`config.mk`:
```
export PLATFORM = sky130hd
export DESIGN_NAME = seg7_scan_decoder
export DESIGN_NICKNAME = d
export VERILOG_FILES = /design/src/rtl/seg7_pkg.sv /design/src/rtl/seg7_pattern_decode.sv /design/src/rtl/seg7_scan_decoder.sv
export SDC_FILE = /design/constraint.sdc
export NUM_CORES = 1
export LEC_CHECK = 0
export CAP_MARGIN = 20
export CORE_MARGIN = 2
export CORE_UTILIZATION = 30
export DETAILED_ROUTE_END_ITERATION = 16
export PLACE_DENSITY = 0.5
export SYNTH_ARGS = -nofsm -noshare
export SYNTH_HDL_FRONTEND = slang
export SYNTH_SLANG_ARGS = --single-unit
```
`constraint.sdc`:
```
create_clock -name clk -period 3.22 [get_ports clk]
set_input_delay 0.322 -clock clk [delete_from_list [all_inputs] [get_ports clk]]
set_output_delay 0.322 -clock clk [all_outputs]
set_load 0.005 [all_outputs]
```
`src/rtl/seg7_pkg.sv`:
```
// seg7_pkg: shared seven-segment patterns, digit codes and scan-decoder state encodings.
package seg7_pkg;

    localparam logic [6:0] SEG_0     = 7'h3F;
    localparam logic [6:0] SEG_1     = 7'h06;
    localparam logic [6:0] SEG_2     = 7'h5B;
    localparam logic [6:0] SEG_3     = 7'h4F;
    localparam logic [6:0] SEG_4     = 7'h66;
    localparam logic [6:0] SEG_5     = 7'h6D;
    localparam logic [6:0] SEG_6     = 7'h7D;
    localparam logic [6:0] SEG_7     = 7'h07;
    localparam logic [6:0] SEG_8     = 7'h7F;
    localparam logic [6:0] SEG_9     = 7'h6F;
    localparam logic [6:0] SEG_BLANK = 7'h00;

    localparam logic [3:0] DIGIT_INVALID = 4'hF;

    typedef enum logic [1:0] {ST_COLLECT, ST_CONVERT, ST_REPORT} state_t;

    function automatic logic has_invalid(input logic [15:0] bcd);
        return bcd[3:0] == DIGIT_INVALID || bcd[7:4] == DIGIT_INVALID ||
               bcd[11:8] == DIGIT_INVALID || bcd[15:12] == DIGIT_INVALID;
    endfunction

endpackage

```
`src/rtl/seg7_pattern_decode.sv`:
```
// seg7_pattern_decode: active-high 7-segment pattern to {valid, digit}; blank reads as 0.
module seg7_pattern_decode
    import seg7_pkg::*;
(
    input  logic [6:0] pattern,
    output logic       valid,
    output logic [3:0] digit
);

    always_comb begin
        valid = 1'b1;
        digit = DIGIT_INVALID;
        case (pattern)
            SEG_0, SEG_BLANK: digit = 4'd0;
            SEG_1:            digit = 4'd1;
            SEG_2:            digit = 4'd2;
            SEG_3:            digit = 4'd3;
            SEG_4:            digit = 4'd4;
            SEG_5:            digit = 4'd5;
            SEG_6:            digit = 4'd6;
            SEG_7:            digit = 4'd7;
            SEG_8:            digit = 4'd8;
            SEG_9:            digit = 4'd9;
            default:          valid = 1'b0;
        endcase
    end

endmodule

```
`src/rtl/seg7_scan_decoder.sv`:
```
// seg7_scan_decoder: recovers the value shown on a multiplexed 4-digit 7-segment display
// by debouncing each scanned digit, collecting a frame and converting it to binary.
module seg7_scan_decoder
    import seg7_pkg::*;
#(
    parameter int STABLE_CYCLES  = 4,
    parameter int SEG_ACTIVE_LOW = 1,
    parameter int AN_ACTIVE_LOW  = 1
) (
    input  logic        clk,
    input  logic        rst_n,
    input  logic [6:0]  seg,
    input  logic [3:0]  an,
    output logic [13:0] value,
    output logic        value_valid,
    output logic        frame_err,
    output logic [15:0] digits_bcd
);

    logic [6:0]  seg_h;
    logic [3:0]  an_h;
    logic [10:0] prev;
    logic [7:0]  cnt;
    logic        one_hot;
    logic        same;
    logic        capture;
    logic [1:0]  pos;
    logic        dec_valid;
    logic [3:0]  dec_digit;
    logic [3:0]  code;
    logic [15:0] buffer;
    logic [15:0] snap;
    logic [3:0]  mask;
    logic [13:0] acc;
    logic [13:0] acc_next;
    logic [1:0]  idx;
    logic        frame_done;
    state_t      state;

    assign seg_h      = SEG_ACTIVE_LOW != 0 ? ~seg : seg;
    assign an_h       = AN_ACTIVE_LOW != 0 ? ~an : an;
    assign one_hot    = an_h != 4'd0 && (an_h & (an_h - 4'd1)) == 4'd0;
    assign same       = {an_h, seg_h} == prev;
    assign capture    = one_hot && same && cnt == 8'(STABLE_CYCLES - 1);
    assign pos        = {an_h[3] | an_h[2], an_h[3] | an_h[1]};
    assign code       = dec_valid ? dec_digit : DIGIT_INVALID;
    assign frame_done = state == ST_COLLECT && mask == 4'hF;
    assign acc_next   = 14'(acc * 14'd10) + {10'd0, snap[{idx, 2'b00} +: 4]};

    seg7_pattern_decode u_decode (
        .pattern (seg_h),
        .valid   (dec_valid),
        .digit   (dec_digit)
    );

    always_ff @(posedge clk or negedge rst_n) begin
        if (!rst_n) begin
            value       <= '0;
            value_valid <= 1'b0;
            frame_err   <= 1'b0;
            digits_bcd  <= '0;
            prev        <= '0;
            cnt         <= '0;
            buffer      <= '0;
            snap        <= '0;
            mask        <= '0;
            acc         <= '0;
            idx         <= '0;
            state       <= ST_COLLECT;
        end else begin
            value_valid <= 1'b0;
            frame_err   <= 1'b0;
            prev        <= {an_h, seg_h};
            cnt         <= !one_hot ? 8'd0 :
                           (!same || cnt == 8'd0) ? 8'd1 :
                           cnt == 8'(STABLE_CYCLES) ? cnt : cnt + 8'd1;
            // A capture coinciding with the frame hand-off belongs to the next frame.
            mask        <= (frame_done ? 4'h0 : mask) | (capture ? an_h : 4'h0);
            if (capture)
                buffer[{pos, 2'b00} +: 4] <= code;
            if (frame_done) begin
                state <= ST_CONVERT;
                snap  <= buffer;
                acc   <= '0;
                idx   <= 2'd3;
            end else if (state == ST_CONVERT) begin
                acc <= acc_next;
                idx <= idx - 2'd1;
                if (idx == 2'd0) begin
                    state      <= ST_REPORT;
                    digits_bcd <= snap;
                    if (has_invalid(snap)) begin
                        frame_err <= 1'b1;
                    end else begin
                        value       <= acc_next;
                        value_valid <= 1'b1;
                    end
                end
            end else if (state == ST_REPORT) begin
                state <= ST_COLLECT;
            end
        end
    end

endmodule

```
==> key figures, run 1 <==
Run status
  • Status: finished, final reports clean

Synthesis
  • Synth area leader: dfrtp_1
  • YS warnings: 0
  • Mux share of post-synthesis cell area: 0.118
  • Syn Area/Cell: 10.8 um^2
  • Post-synth EDFFs: 0
  • Share of the synthesized area in the top cell type: 0.473
  • Adder-Cell Fraction of Synth Area: 0.0732
  • Async set or reset register ratio after synthesis: 1.00
  • Synth top area cells: dfrtp_1 (47%), mux2_2 (9.6%), ha_1 (6.6%)
  • Seq/Total Area, Yosys: 0.473
  • Compound-Gate Fraction of Synth Area: 0.0889
  • Largest family of logic cells by synthesized area: simple AND/OR/NAND/NOR gates
  • Post-Syn Area: 5500 um^2
  • Synthesized Nets: 555
  • Synth Flop Type: dfrtp_1
  • Cells after Synth: 511
  • Post-synthesis cell type count: 56
  • Post-synthesis simple-gate area fraction: 0.143
  • Number of synthesized register bits: 104
  • XOR/XNOR share of the synthesized area: 0.0621

Global route
  • All-layer global routing usage: 0.124
  • Gr ovfl total: 0
  • Largest net degree at the start of global routing: 41
  • First-pass GRT wire length: 19.4 mm
  • Initial antenna violation count: 0
  • Number of global-route vias before repair: 3,823

Cells and area
  • Commonest non-fill, non-tap cell in the layout: dfrtp_1
  • Layout Area Growth over Synthesis: 17.5%
  • Antenna Cells: 0
  • Final instance area: 6470 um^2
  • Share of cells above drive strength 1: 0.161
  • Nets: 592
  • Register area: 2600 um^2
  • Most frequent cells in the layout: dfrtp_1 (104), mux2_2 (47), nand2_1 (43), clkdlybuf4s50_1 (43), inv_1 (35)
  • Fill count: 1,805
  • Footprint of the multi-input gates: 2680 um^2

Critical path
  • Cell Chain, Critical Path: ha_1 -> ha_1 -> inv_1 -> fa_1 -> nand2b_1 -> a2111o_1 -> o211ai_1 -> nand2_2 -> nand4b_1 -> xnor2_1 -> o22ai_1
  • Crit end category: register
  • Critical Path Source: acc[1]
  • CP Depth: 11
  • CP startpoint kind: register
  • Worst r2r path cells: 11
  • Worst path top cell family by delay: adder cells
  • CP max-delay cell: dfrtp_1
  • CP dominant cell by count: ha_1
  • Buf/Inv on CP: 1
  • CP Data Arrival Time: 3.10 ns
  • Reg2reg start: acc[1]
  • Critical Path Max Stage Delay: 0.41 ns
  • Worst Path Class, Setup: reg -> reg
  • Required time worst endpoint: 3.42 ns
  • Critical Path Fanout Max: 4

Job
  • Max-cap check violation count: 0

Floorplan
  • Total core area: 18,000 um^2
  • Initial Util: 0.306
  • Die Wd: 139 um
  • Die H: 139 um
  • # rows: 49
  • Die ar.: 19,400 um^2
  • Ports: 45

Clock tree
  • Post-CTS Setup Bufs: 0
  • Num CTS Buffers: 9
  • CTS tree: done
  • Clock sink count: 104
  • H-tree levels: 3
  • Root Buffer: clkbuf_16
  • Maximum root-to-sink buffer count: 2
  • Clk_lat worst skew: 0.35 ns
  • Worst-path clk slew: 0.07 ns

Hold path
  • Hold Path Class: in -> async

STA
  • Final setup viols: 0
  • RSZ-0062 raised after global routing: no
  • Endpoints failing hold: 0
  • F_max: 345 MHz
  • Max-slew violations: 0
  • Post-layout min period: 2.90 ns
  • Slew @ Worst Pin: 1.03 ns
  • Total Neg Setup Slack: 0 ns
  • Clock Skew: 0.00996 ns
  • Hold Slack: 0.479 ns
  • Tcrit/Tclk final: 0.901
  • Worst slew margin: 0.313

Route
  • Post-DRT Antenna Nets: 0
  • Iter 0 DRT Violations: 174
  • Drt pass-1 iters: 4
  • Vias post-DR: 3,767
  • DR vias/cell: 4.82
  • DRC viols: 0
  • Routed WL per cell: 14.8 um
  • Drt total wl: 11.6 mm

Power
  • Internal: 1.91 mW
  • P per Cell Area: 389 nW/um^2
  • Combinational share of power: 0.051
  • Design Power: 2.52 mW
  • Maximum vdd drop: 0.366 mV
  • Clock power frac: 0.426
  • Static leakage: 2.99 nW
  • Seq pwr share: 0.523
  • Sw frac: 0.240
  • P_sw: 0.603 mW

Place
  • Placed Area: 6170 um^2
  • Port bufs: 44
  • HPWL Detailed: 8.57 mm
  • Routability congestion estimate: 0.823
-- sequential cells by signal, indices dropped and copies added (netlist names) --
name	count
snap	16
state	2
idx	2
value_valid	1
acc	13
buffer	16
frame_err	1
value	14
mask	4
prev	11
cnt	8
digits_bcd	16
-- synth_stat cells, drive strengths merged, types with 9 or more instances --
cell type and count:
a21oi 15, clkbuf 15, dfrtp 104, ha 29, inv 35, mux2 48, nand2 48, nand3 9
nor2 31, nor3 14, o21ai 18, o22ai 17, xnor2 28, xor2 11
-- worst register-to-register path: cells and delay by family (launching register included) --
kind | cells | cell delay (ns)
adder cells (fa/ha/maj) | 3 | 0.86
AO/OA/AOI/OAI | 3 | 0.67
AND/OR/NAND/NOR | 3 | 0.53
flip-flops | 1 | 0.41
XOR/XNOR | 1 | 0.22
buffers and inverters | 1 | 0.06
-- routing by layer --
layer	GRT usage	share of wire	wire length, um	vias up
met1	0.154	0.46	5340	1854
met5	0	0	0	-
met4	0.0239	0.0053	61	0
met2	0.218	0.51	5860	46
li1	-	-	-	1861
met3	0.0323	0.028	320	6
-- worst paths after layout --
kind / slack [ns] / end
setup / recovery: 0.32 / acc[12]
hold / removal: 0.48 / value[11]
setup reg to reg: 0.32 / acc[12]
hold reg to reg: 0.48 / value[0]
max in group asynchronous: 1.88 / snap[4]
min in group clk: 0.48 / value[0]
-- stage by stage --
stage	utilization	setup WS, ns	cells
6_report	0.360	0.319	782
2_1_floorplan	-	0.534	511
5_1_grt	0.360	0.124	782
3_5_place_dp	0.343	0.329	765
3_3_place_gp	0.343	0.393	765
4_1_cts	0.360	0.301	782
-- logic make-up (layout without fill, tap and decap cells) --
kind of cell	after synthesis	in the layout
fa+ha+maj	31	31
mux	54	54
xor+xnor	39	39
flops	104	104
compound gates	75	75
buf+inv	58	100
simple gates	150	150
-- power groups by stage --
| stage | sequential, mW | clock (mW) | combinational, mW |
|---|---|---|---|
| 2_1_floorplan | 1.34 | 0 | 0.0717 |
| 3_3_place_gp | 1.34 | 0 | 0.127 |
| 3_5_place_dp | 1.34 | 0 | 0.131 |
| 4_1_cts | 1.32 | 1.11 | 0.132 |
| 5_1_grt | 1.32 | 1.17 | 0.145 |
| 6_report | 1.32 | 1.07 | 0.128 |
-- final cells by class --
type | count | area share
multi-input combinational | 349 | 0.414
sequential | 104 | 0.402
timing repair buffer | 49 | 0.0739
tap | 229 | 0.0443
clock buffer | 10 | 0.0370
inverter | 35 | 0.0203
clock inverter | 6 | 0.00793
-- timing repair --
item | CTS | global route
gates resized for setup | 0 | 0
setup endpoints to repair | 0 | 0
hold buffers | 1 | 0
hold endpoints to repair | 38 | 0
Note: power is estimated with default switching activity, not from simulation.
==> run 2, diff against run 1 <==
ABC_AREA = 1   (was unset)
==> run 2 against run 1 <==
Net effect: sequential power hardly changed; final area is 3.1% higher; critical path depth is 6 higher; area after synthesis is 2.3% higher; first-iteration DRC count is 63% higher; global-route usage is 1.3 points higher; sequential cell count stayed put; sequential share of layout area is 1.2 points lower; core utilization is 0.12 points lower; die area is 2.2% higher; routed wire length is 11% higher; critical endpoint is now value[13]; largest cell class unchanged; largest power group unchanged.
==> key figures, run 2 <==
Cells and area
  • Core Util, Final: 0.359 (-0.00124)
  • Final instance area: 6670 um^2 (+3.1%)
  • Footprint of the multi-input gates: 2630 um^2 (-1.9%)
  • Antenna Cells: 0 (unchanged)
  • Fill count: 1,952 (+8.1%)
  • Layout Area Growth over Synthesis: 18.5%
  • Top Registers: buffer x16, digits_bcd x16, snap x16
  • Most frequent cells in the layout: nand2_1 (222), dfrtp_1 (104), inv_1 (80)
  • Non-Filler Instances: 999 (+28%)
  • Register area: 2600 um^2 (unchanged)
  • Nets: 804 (+36%)
  • Commonest non-fill, non-tap cell in the layout: nand2_1
  • Share of cells above drive strength 1: 0.0601 (-0.101)

Global route
  • Gr ovfl total: 0 (unchanged)
  • Initial antenna violation count: 0 (unchanged)
  • Largest net degree at the start of global routing: 55 (+34%)
  • Number of global-route vias before repair: 4,299 (+12%)
  • All-layer global routing usage: 0.137 (+0.0134)
  • First-pass GRT wire length: 21.7 mm (+12%)

Place
  • Port bufs: 44 (unchanged)
  • Routability congestion estimate: 0.836 (+1.6%)
  • Setup Slack @ Placement: 0.414 ns (+0.0850 ns)
  • Placed Instances: 983 (+28%)
  • HPWL Detailed: 9.71 mm (+13%)
  • Placed Area: 6350 um^2 (+3.1%)

STA
  • Endpoints failing hold: 0 (unchanged)
  • F_max: 352 MHz (+2.1%)
  • Worst slew margin: 0.519 (+0.206)
  • Tcrit/Tclk final: 0.882 (-0.0187)
  • Total Neg Setup Slack: 0 ns (unchanged)
  • Final worst-path setup slack: 0.379 ns (+0.0603 ns)
  • Final setup viols: 0 (unchanged)
  • Max-slew violations: 0 (unchanged)
  • Post-layout min period: 2.84 ns (-0.0603 ns)
  • Hold Slack: 0.00848 ns (-0.471 ns)
  • RSZ-0062 raised after global routing: no
  • Clock Skew: 0.0131 ns (+0.00310 ns)
  • Slew @ Worst Pin: 0.722 ns (-0.309 ns)

Power
  • Seq pwr share: 0.503 (-0.020)
  • Design Power: 2.62 mW (+4.0%)
  • Sw frac: 0.245 (+0.00491)
  • Clock power frac: 0.450 (+0.024)
  • Internal: 1.98 mW (+3.3%)
  • P per Cell Area: 393 nW/um^2 (+0.91%)
  • Static leakage: 3.36 nW (+12%)
  • Maximum vdd drop: 0.307 mV (-16%)
  • Combinational share of power: 0.047 (-0.004)
  • P_sw: 0.640 mW (+6.1%)

Synthesis
  • Compound-Gate Fraction of Synth Area: 0.0778 (-0.0111)
  • Mux share of post-synthesis cell area: 0 (-0.118)
  • Async set or reset register ratio after synthesis: 1.00 (unchanged)
  • Most common cell in the synthesized netlist: nand2_1
  • Post-synthesis cell type count: 36 (-36%)
  • Adder-Cell Fraction of Synth Area: 0.0716 (-0.00161)
  • Seq/Total Area, Yosys: 0.463 (-0.0104)
  • Synthesized Nets: 756 (+36%)
  • Syn Area/Cell: 7.90 um^2 (-27%)
  • YS warnings: 0 (unchanged)
  • Largest family of logic cells by synthesized area: simple AND/OR/NAND/NOR gates
  • Post-Syn Area: 5630 um^2 (+2.3%)
  • Synth top area cells: dfrtp_1 (46%), nand2_1 (15%), ha_1 (6.5%)
  • Post-synthesis simple-gate area fraction: 0.288 (+0.145)
  • Synth Flop Type: dfrtp_1
  • Number of synthesized register bits: 104 (unchanged)
  • Post-synth EDFFs: 0 (unchanged)
  • XOR/XNOR share of the synthesized area: 0.0296 (-0.0325)
  • Post-synth top cells: nand2_1 (222), dfrtp_1 (104), inv_1 (80), nand3_1 (59), o21ai_0 (52)
  • Synth area leader: dfrtp_1
  • Cells after Synth: 712 (+39%)
  • Share of the synthesized area in the top cell type: 0.463 (-0.0104)

Floorplan
  • Die H: 141 um (+1.1%)
  • Die Wd: 141 um (+1.1%)
  • Total core area: 18,600 um^2 (+3.4%)
  • Initial Util: 0.303 (-0.00350)
  • # rows: 50 (+2.0%)
  • Ports: 45 (unchanged)
  • Die ar.: 19,900 um^2 (+2.2%)

Job
  • Max-cap check violation count: 0 (unchanged)

Route
  • DR vias/cell: 4.52 (-6.2%)
  • Drt pass-1 iters: 4 (unchanged)
  • Post-DRT Antenna Nets: 0 (unchanged)
  • Vias post-DR: 4,516 (+20%)
  • DRC viols: 0 (unchanged)
  • Iter 0 DRT Violations: 283 (+63%)
  • Drt total wl: 12.9 mm (+11%)
  • Routed WL per cell: 12.9 um (-13%)

Hold path
  • Hold Path Class: in -> async

Critical path
  • Critical Path Fanout Max: 12 (+8)
  • Crit end category: register
  • CP Data Arrival Time: 3.09 ns (about the same)
  • Cell Chain, Critical Path: inv_1 -> o21ai_0 -> a21oi_1 -> a21oi_1 -> ha_1 -> inv_1 -> fa_1 -> inv_1 -> nand3_1 -> nand2_1 -> nand2_1 -> nor2_1 -> nand3_1 -> nor2_1 -> nand4_1 -> nand3_1 -> nand2_1
  • Required time worst endpoint: 3.47 ns (+0.05 ns)
  • CP max-delay cell: dfrtp_1
  • Critical Path Max Stage Delay: 0.45 ns (+0.04 ns)
  • CP startpoint kind: register
  • Worst Path Class, Setup: reg -> reg

Clock tree
  • Clock sink count: 104 (unchanged)
  • Root Buffer: clkbuf_16
  • Post-CTS Resized: 0 (unchanged)
  • Worst-path clk slew: 0.08 ns (about the same)
  • Post-CTS Hold Buffers: 0 (-1)
  • Clk_lat worst skew: 0.36 ns (about the same)
  • Post-CTS Setup Bufs: 0 (unchanged)
  • Num CTS Buffers: 9 (unchanged)
  • H-tree levels: 3 (unchanged)
  • CTS tree: done
  • Maximum root-to-sink buffer count: 2 (unchanged)

Run status
  • Status: finished, final reports clean
==> run 2: worst max-delay path, delay by kind of cell (launching register included) <==
family | cells | cell delay (ns)
DFF | 1 | 0.45
and+or+nand+nor | 9 | 0.98
adders and majority gates | 2 | 0.58
buffers and inverters | 3 | 0.32
AOI/OAI and AO/OA | 3 | 0.41
==> run 2: final cells by class <==
cell class                 count  area share
timing repair buffer          52      0.0747
clock buffer                  10      0.0344
multi-input combinational    504       0.394
sequential                   104       0.390
tap                          234      0.0439
clock inverter                 6      0.0122
inverter                      89      0.0501
==> run 2: metal layers <==
metal  up-vias  wire (um)  GRT usage
li1       2388          -          -
met1      2038       6600      0.192
met2        80       5680      0.213
met3        10        432     0.0363
met4         0        157     0.0342
met5         -          0          0
==> run 2: power by group through the flow <==
stage	clock network, mW	logic [mW]	registers [mW]
after floorplan	0	0.0602	1.34
after global placement	0	0.128	1.34
after detailed placement	0	0.127	1.34
after CTS	1.22	0.127	1.32
after global routing	1.27	0.143	1.32
final	1.18	0.123	1.32
==> run 2: path summary, 6_finish.rpt <==
| path | from | end | slack (ns) | cells after the start |
|---|---|---|---|---|
| max reg2reg | idx[0] | value[13] | 0.38 | 17 |
| max in group asynchronous | rst_n | mask[1] | 2.38 | 2 |
| min in group clk | value[1] | value[1] | 0.47 | 2 |
| min reg2reg | value[1] | value[1] | 0.47 | 2 |
| max | idx[0] | value[13] | 0.38 | 17 |
| min | rst_n | buffer[6] | 0.008 | 1 |
==> run 2: logic make-up after synthesis <==
logic type / Yosys count
AOI/OAI and AO/OA: 83
and+or+nand+nor: 371
xor gates and xnor gates: 19
adders and majority gates: 31
buffers and inverters: 104
DFF: 104
